--- config.mk ---
export PLATFORM = sky130hd
export DESIGN_NAME = imem_loader_flat
export DESIGN_NICKNAME = d
export VERILOG_FILES = /design/src/rtl/imem_loader_if.sv /design/src/rtl/imem_loader.sv /design/src/flat_wrapper.sv
export SDC_FILE = /design/constraint.sdc
export NUM_CORES = 2
export LEC_CHECK = 0
export BUFFER_PORTS_ARGS = -buffer_cell sky130_fd_sc_hd__buf_2
export CAP_MARGIN = 15
export CORE_ASPECT_RATIO = 0.9
export CORE_MARGIN = 4
export CORE_UTILIZATION = 51
export CTS_BUF_LIST = sky130_fd_sc_hd__clkbuf_4
export DETAILED_ROUTE_END_ITERATION = 12
export GPL_TIMING_DRIVEN = 0
export PLACE_DENSITY = 0.66
export SETUP_SLACK_MARGIN = 0.15
export SLEW_MARGIN = 20
export SYNTH_ARGS = -nofsm -noshare
export SYNTH_HDL_FRONTEND = slang
export SYNTH_SLANG_ARGS = --single-unit
--- constraint.sdc ---
create_clock -name clk -period 11.1 [get_ports clk]
set_clock_uncertainty 0.15 [all_clocks]
set_input_delay 2.22 -clock clk [delete_from_list [all_inputs] [get_ports clk]]
set_output_delay 2.22 -clock clk [all_outputs]
set_load 0.02 [all_outputs]
--- src/rtl/imem_loader_if.sv ---
// Bus between imem_loader and its host/CPU: load byte stream, fetch port and status.
// A byte moves on a rising clk edge where byte_valid && byte_ready; byte_ready never depends on byte_valid.
interface imem_loader_if #(
    parameter int AW = 6
) ();
    logic          start;
    logic          byte_valid;
    logic [7:0]    byte_data;
    logic          byte_ready;
    logic [AW-1:0] fetch_addr;
    logic [31:0]   fetch_data;
    logic          cpu_hold;
    logic          done;
    logic          err;
    logic [2:0]    state;

    modport master (
        output start, byte_valid, byte_data, fetch_addr,
        input  byte_ready, fetch_data, cpu_hold, done, err, state
    );

    modport slave (
        input  start, byte_valid, byte_data, fetch_addr,
        output byte_ready, fetch_data, cpu_hold, done, err, state
    );
endinterface

--- src/rtl/imem_loader.sv ---
// Instruction-memory loader: clears memory to NOP_WORD, then fills it from a byte stream.
// Optional trailing XOR checksum byte is enabled with IMEM_LOADER_CHECKSUM_EN.
module imem_loader #(
    parameter logic [31:0] NOP_WORD = 32'h00000013,
    parameter int          AW       = 6
) (
    input  logic         clk,
    input  logic         rst_n,
    imem_loader_if.slave bus
);
    localparam int DEPTH = 2 ** AW;

`ifdef IMEM_LOADER_CHECKSUM_EN
    typedef enum logic [2:0] {
        CLEAR = 3'd0, IDLE = 3'd1, COUNT = 3'd2, DATA = 3'd3, CHK = 3'd4, DONE = 3'd5
    } state_t;
`else
    typedef enum logic [2:0] {
        CLEAR = 3'd0, IDLE = 3'd1, COUNT = 3'd2, DATA = 3'd3, DONE = 3'd5
    } state_t;
`endif

    state_t        state;
    logic [AW-1:0] clr_ptr;
    logic [AW:0]   wr_ptr;
    logic [AW:0]   n_words;
    logic [1:0]    lane;
    logic [23:0]   asm_q;
    logic          pending;
    logic          ready_q;
    logic          hold_q;
    logic          done_q;
`ifdef IMEM_LOADER_CHECKSUM_EN
    logic          err_q;
    logic [7:0]    csum_q;
`endif

    logic [31:0]   mem [DEPTH];
    logic          accept;
    logic          last_byte;
    logic          last_word;
    logic          mem_we;
    logic [AW-1:0] mem_wa;
    logic [31:0]   mem_wd;

    assign accept    = ready_q & bus.byte_valid;
    assign last_byte = (lane == 2'd3);
    // wr_ptr is one bit wider than the address so a full 2**AW-word load never wraps
    assign last_word = ((wr_ptr + (AW+1)'(1)) == n_words);

    function automatic logic [AW:0] words_of(input logic [7:0] b);
        if (b == 8'd0 || 32'(b) > DEPTH) return (AW+1)'(DEPTH);
        return (AW+1)'(b);
    endfunction

    always_ff @(posedge clk or negedge rst_n) begin
        if (!rst_n) begin
            state   <= CLEAR;
            clr_ptr <= '0;
            wr_ptr  <= '0;
            n_words <= '0;
            lane    <= 2'd0;
            asm_q   <= '0;
            pending <= 1'b0;
            ready_q <= 1'b0;
            hold_q  <= 1'b1;
            done_q  <= 1'b0;
`ifdef IMEM_LOADER_CHECKSUM_EN
            err_q   <= 1'b0;
            csum_q  <= '0;
`endif
        end else begin
            done_q <= 1'b0;
            case (state)
                CLEAR: begin
                    clr_ptr <= clr_ptr + AW'(1);
                    if (&clr_ptr) begin
                        if (pending) begin
                            state   <= COUNT;
                            ready_q <= 1'b1;
                        end else begin
                            state  <= IDLE;
                            hold_q <= 1'b0;
                        end
                    end
                end
                IDLE: begin
                    if (bus.start) begin
                        state   <= CLEAR;
                        pending <= 1'b1;
                        hold_q  <= 1'b1;
                        clr_ptr <= '0;
                        wr_ptr  <= '0;
                        lane    <= 2'd0;
`ifdef IMEM_LOADER_CHECKSUM_EN
                        err_q   <= 1'b0;
                        csum_q  <= '0;
`endif
                    end
                end
                COUNT: begin
                    if (accept) begin
                        n_words <= words_of(bus.byte_data);
                        state   <= DATA;
                    end
                end
                DATA: begin
                    if (accept) begin
`ifdef IMEM_LOADER_CHECKSUM_EN
                        csum_q <= csum_q ^ bus.byte_data;
`endif
                        if (last_byte) begin
                            lane   <= 2'd0;
                            wr_ptr <= wr_ptr + (AW+1)'(1);
                            if (last_word) begin
`ifdef IMEM_LOADER_CHECKSUM_EN
                                state   <= CHK;
`else
                                state   <= DONE;
                                ready_q <= 1'b0;
                                hold_q  <= 1'b0;
                                done_q  <= 1'b1;
`endif
                            end
                        end else begin
                            lane  <= lane + 2'd1;
                            asm_q <= {bus.byte_data, asm_q[23:8]};
                        end
                    end
                end
`ifdef IMEM_LOADER_CHECKSUM_EN
                CHK: begin
                    if (accept) begin
                        err_q   <= (bus.byte_data != csum_q);
                        state   <= DONE;
                        ready_q <= 1'b0;
                        hold_q  <= 1'b0;
                        done_q  <= 1'b1;
                    end
                end
`endif
                DONE: begin
                    state   <= IDLE;
                    pending <= 1'b0;
`ifdef IMEM_LOADER_CHECKSUM_EN
                    // a failed checksum keeps the CPU stalled until the next good load
                    hold_q  <= err_q;
`else
                    hold_q  <= 1'b0;
`endif
                end
                default: begin
                    state   <= CLEAR;
                    clr_ptr <= '0;
                    ready_q <= 1'b0;
                    hold_q  <= 1'b1;
                end
            endcase
        end
    end

    // Write port: the clear sweep, or the fourth byte of a word completing it.
    always_comb begin
        mem_we = 1'b0;
        mem_wa = clr_ptr;
        mem_wd = NOP_WORD;
        if (state == CLEAR) begin
            mem_we = 1'b1;
        end else if (state == DATA && accept && last_byte) begin
            mem_we = 1'b1;
            mem_wa = wr_ptr[AW-1:0];
            mem_wd = {bus.byte_data, asm_q};
        end
    end

    always_ff @(posedge clk) begin
        if (mem_we && rst_n) mem[mem_wa] <= mem_wd;
    end

    assign bus.fetch_data = mem[bus.fetch_addr];
    assign bus.byte_ready = ready_q;
    assign bus.cpu_hold   = hold_q;
    assign bus.done       = done_q;
    assign bus.state      = state;
`ifdef IMEM_LOADER_CHECKSUM_EN
    assign bus.err        = err_q;
`else
    assign bus.err        = 1'b0;
`endif
endmodule

--- src/flat_wrapper.sv ---
// flat-port wrapper written by rule: the top's interface ports become plain ports
module imem_loader_flat 
#(
    parameter logic [31:0] NOP_WORD = 32'h00000013,
    parameter int          AW       = 6
)
  (clk, rst_n, bus_start, bus_byte_valid, bus_byte_data, bus_fetch_addr, bus_byte_ready, bus_fetch_data, bus_cpu_hold, bus_done, bus_err, bus_state);
  imem_loader_if #(.AW(AW)) bus_i ();
  input  logic clk;
  input  logic rst_n;
  input wire logic [$bits(bus_i.start)-1:0] bus_start;
  input wire logic [$bits(bus_i.byte_valid)-1:0] bus_byte_valid;
  input wire logic [$bits(bus_i.byte_data)-1:0] bus_byte_data;
  input wire logic [$bits(bus_i.fetch_addr)-1:0] bus_fetch_addr;
  output wire logic [$bits(bus_i.byte_ready)-1:0] bus_byte_ready;
  output wire logic [$bits(bus_i.fetch_data)-1:0] bus_fetch_data;
  output wire logic [$bits(bus_i.cpu_hold)-1:0] bus_cpu_hold;
  output wire logic [$bits(bus_i.done)-1:0] bus_done;
  output wire logic [$bits(bus_i.err)-1:0] bus_err;
  output wire logic [$bits(bus_i.state)-1:0] bus_state;
  assign bus_i.start = bus_start;
  assign bus_i.byte_valid = bus_byte_valid;
  assign bus_i.byte_data = bus_byte_data;
  assign bus_i.fetch_addr = bus_fetch_addr;
  assign bus_byte_ready = bus_i.byte_ready;
  assign bus_fetch_data = bus_i.fetch_data;
  assign bus_cpu_hold = bus_i.cpu_hold;
  assign bus_done = bus_i.done;
  assign bus_err = bus_i.err;
  assign bus_state = bus_i.state;
  imem_loader #(.NOP_WORD(NOP_WORD), .AW(AW)) u_core (.clk(clk), .rst_n(rst_n), .bus(bus_i));
endmodule
==> results.json <==
{
  "status": "complete, no violations",
  "postLayoutCoreUtil_pct": 59.7,
  "drive_gt1_share_pct": 40.3,
  "synthToLayoutAreaGrowth_pct": 16.3,
  "grt_max_degree": 65,
  "p_clk_share_pct": 37.5,
  "cts_buffers": 544,
  "slew_headroom_pct": 14.5,
  "routed_via_density": 6.31,
  "first_iter_violations": 6190,
  "syn_avg_cell_area_sq_um": 23.3,
  "r2r_end": "u_core.mem[48][19]",
  "gp_congestion": 0.907,
  "die_height_um": 386,
  "timing_worst_slew_pin_value_ps": 1280,
  "synth-simple-area-share_pct": 1.50,
  "wl_per_cell_um": 33.3,
  "cap_viol_max_count": 0,
  "slew_violations": 0,
  "initial_utilization_pct": 51.4,
  "synthesis.nets": 3491,
  "antenna_found_initial": 11,
  "layout_setup_ws_ps": 2550,
  "die_width_um": 428,
  "vias": 42400,
  "clk_pin_slew_ps": 60,
  "grt_pass1_vias": 42600,
  "drc": 0,
  "synthMuxAreaShare_pct": 17.7,
  "power_density_nw_per_um2": 178,
  "post_cts_buffers": 0,
  "holdBufCountCts": 0,
  "syn_inst": 3470,
  "synth-async-reset-ratio_pct": 2.52,
  "syn_area_sq_um": 80800,
  "grt_first_pass_wirelength_um": 315000,
  "hold_class": "reg2reg",
  "min_period_ps": 8550,
  "finalSetupViolations": 0,
  "p_int_uw": 12700,
  "swShare_pct": 24.1,
  "core_sq_um": 157000,
  "share_seq_of_total_power_pct": 54.3,
  "crit_fanout": 10,
  "ant_nets": 0,
  "r2r_slack_ps": 6500,
  "dpl_worst_slack_ps": 2600,
  "fin_nets": 4292,
  "clk_latency_ps": 1310,
  "ys_top_cells_by_area": "edfxtp_1 76%, mux4_2 16%, dfrtp_1 1.6%",
  "cts_resized": 0,
  "synthAdderAreaFrac_pct": 0.0465,
  "ys_seq_area_share_pct": 77.8,
  "place_inst": 5824,
  "ys.flop_type": "edfxtp_1",
  "synth_top_area_cell": "edfxtp_1",
  "place.port_buffers": 51,
  "ioPinCount": 57,
  "cts_tree": "yes",
  "p_switching_uw": 4020,
  "drtPass1Iterations": 6,
  "synth_edf_count": 2048,
  "cts_max_level": 6,
  "min-delay-start": "u_core.lane[1]",
  "whs_path_depth": 2,
  "crit_path_end_kind": "primary output",
  "worstHoldEndpoint": "u_core.lane[1]",
  "clock_path_buffers": 4,
  "synth_top_family_by_area": "multiplexers",
  "timing_worst_setup_path_type": "in2out",
  "rr_startpoint": "u_core.bus.state[0]",
  "cp_data_required_time_ps": 8730,
  "pwr-share-comb_pct": 8.2,
  "rows": 138,
  "synth-xor-area-share_pct": 0.0867,
  "crit_path_start_kind": "primary input",
  "synth_top_area_share_pct": 76.1,
  "clock_sinks": 2101,
  "die_area_sq_um": 165000,
  "synth_cell_type_count": 57,
  "fmax_mhz": 117,
  "yosysWarnings": 0,
  "finalHoldViolations": 0,
  "hpwl_um": 150000,
  "nFillCells": 11200,
  "stdcell_count": 6720,
  "grt_setup_unrepaired": "false",
  "grt-ovfl-total": 0,
  "final.period_utilization_pct": 77.1,
  "ys_ff_latch": 2101,
  "rr_worst_depth": 15,
  "p_leak_uw": 0.0289,
  "arrival_ps": 6180,
  "synth-compound-area-share_pct": 1.72,
  "gr-usage-all-layers_pct": 27.7,
  "clock-root-buffer": "clkbuf_4",
  "ir_drop_mv": 0.111,
  "wl_um": 224000
}
[power groups by stage]
| stage | Clock (uW) | Sequential (uW) | Combinational, uW |
|---|---|---|---|
| finish | 6260 | 9050 | 1370 |
| global route | 6850 | 9070 | 1420 |
| CTS | 6360 | 9050 | 1350 |
| detailed placement | 0 | 9220 | 1350 |
| global placement | 0 | 9230 | 1150 |
| floorplan | 0 | 9190 | 722 |
[sequential cells by signal (all words and copies together), names as in the netlist]
| register | cells |
|---|---|
| u_core.n_words | 7 |
| u_core.bus.cpu_hold | 1 |
| u_core.lane | 2 |
| u_core.bus.byte_ready | 1 |
| u_core.mem | 2048 |
| u_core.pending | 1 |
| u_core.asm_q | 24 |
| u_core.bus.done | 1 |
| u_core.bus.state | 3 |
| u_core.clr_ptr | 6 |
| u_core.wr_ptr | 7 |
[worst max path at each step]
stage	end	slack [ps]	cells after the start	start
after floorplan	u_core.mem[48][0]	3920	9	bus_byte_valid
after global placement	u_core.mem[48][14]	-1750	8	bus_byte_valid
after detailed placement	bus_fetch_data[16]	2600	10	bus_fetch_addr[1]
after CTS	bus_fetch_data[16]	2580	10	bus_fetch_addr[1]
after global routing	bus_fetch_data[21]	2580	10	bus_fetch_addr[1]
final	bus_fetch_data[21]	2550	10	bus_fetch_addr[1]
[layout by cell type (no fill, tap or decap), types with 6 or more instances in the layout]
master,n
and2_4,25
o21ai_0,46
nor3_2,20
mux2_2,25
nor2b_1,6
nor2_4,46
a22o_1,8
edfxtp_1,2048
clkbuf_1,83
buf_1,8
buf_12,30
a21oi_1,34
mux4_2,582
buf_6,26
a221oi_1,27
nor3_1,6
inv_2,18
nor2_1,48
dfrtp_1,52
mux2i_1,90
inv_1,7
o22ai_1,27
diode_2,14
buf_4,97
nand2b_1,10
a22oi_1,14
clkbuf_4,749
nand3_1,10
nand2_1,42
o211ai_1,20
clkinv_1,100
buf_16,70
buf_2,127
[worst max-delay path, cell delays in order]
cell	delay, ps
buf_2	250
buf_4	270
buf_2	510
clkbuf_1	630
mux4_2	420
mux2i_1	140
o211ai_1	150
a21oi_1	1000
nor2_1	310
buf_2	260
[logic make-up (layout without fill, tap and decap cells)]
group,after synthesis,count (layout)
simple gates,251,251
fa+ha+maj,3,3
compound gates,210,210
buf+inv,199,1335
xor+xnor,8,8
mux,697,697
flops,2101,2101
other cells,1,15
[stage by stage]
stage	setup TNS (ps)	hold slack, ps	power (uW)	cell area (sq um)
2_1_floorplan	0	304	9910	80800
3_3_place_gp	-55820	323	10400	83700
3_5_place_dp	0	330	10600	87600
4_1_cts	0	343	16800	93900
5_1_grt	0	383	17300	93900
6_report	0	337	16700	93900
[layer usage]
layer / GRT usage, % / routed length (um)
met5: 0 / 0
met4: 11.5 / 9690
met3: 8.02 / 27100
met2: 42.0 / 104000
met1: 38.1 / 82900
[area by class of cell]
cell class	count	area, sq um	area share, %
clock buffer	749	5620	5.99
sequential	2101	62800	66.9
timing repair buffer	255	3640	3.88
clock inverter	132	653	0.695
inverter	8	30.0	0.0320
antenna	14	35.0	0.0373
multi-input combinational	1170	17600	18.7
tap	2100	2630	2.80
buffer	191	928	0.988
[synthesized netlist by cell type (2+ instances only)]
| cell | count |
|---|---|
| edfxtp_1 | 2048 |
| mux4_2 | 582 |
| nor2_1 | 94 |
| mux2i_1 | 90 |
| clkbuf_1 | 86 |
| buf_2 | 69 |
| dfrtp_1 | 52 |
| o21ai_0 | 46 |
| nand2_1 | 42 |
| a21oi_1 | 38 |
| and2_1 | 33 |
| o22ai_1 | 28 |
| a221oi_1 | 27 |
| mux2_2 | 25 |
| nor3_1 | 24 |
| o211ai_1 | 20 |
| buf_4 | 17 |
| a22oi_1 | 14 |
| nand2b_1 | 13 |
| buf_1 | 12 |
| nand3_1 | 10 |
| a22o_1 | 8 |
| buf_6 | 7 |
| inv_1 | 7 |
| nor2b_1 | 6 |
| a31oi_1 | 5 |
| and3_1 | 5 |
| nor3b_1 | 5 |
| o31ai_1 | 5 |
| xnor2_1 | 5 |
| or2_2 | 4 |
| a211oi_1 | 3 |
| a21o_1 | 3 |
| ha_1 | 3 |
| o2111a_1 | 3 |
| o2111ai_1 | 3 |
| or3_1 | 3 |
| xor2_1 | 3 |
| nor3_2 | 2 |
| nor4_1 | 2 |
| or2_1 | 2 |
Note: power is estimated with default switching activity, not from simulation.
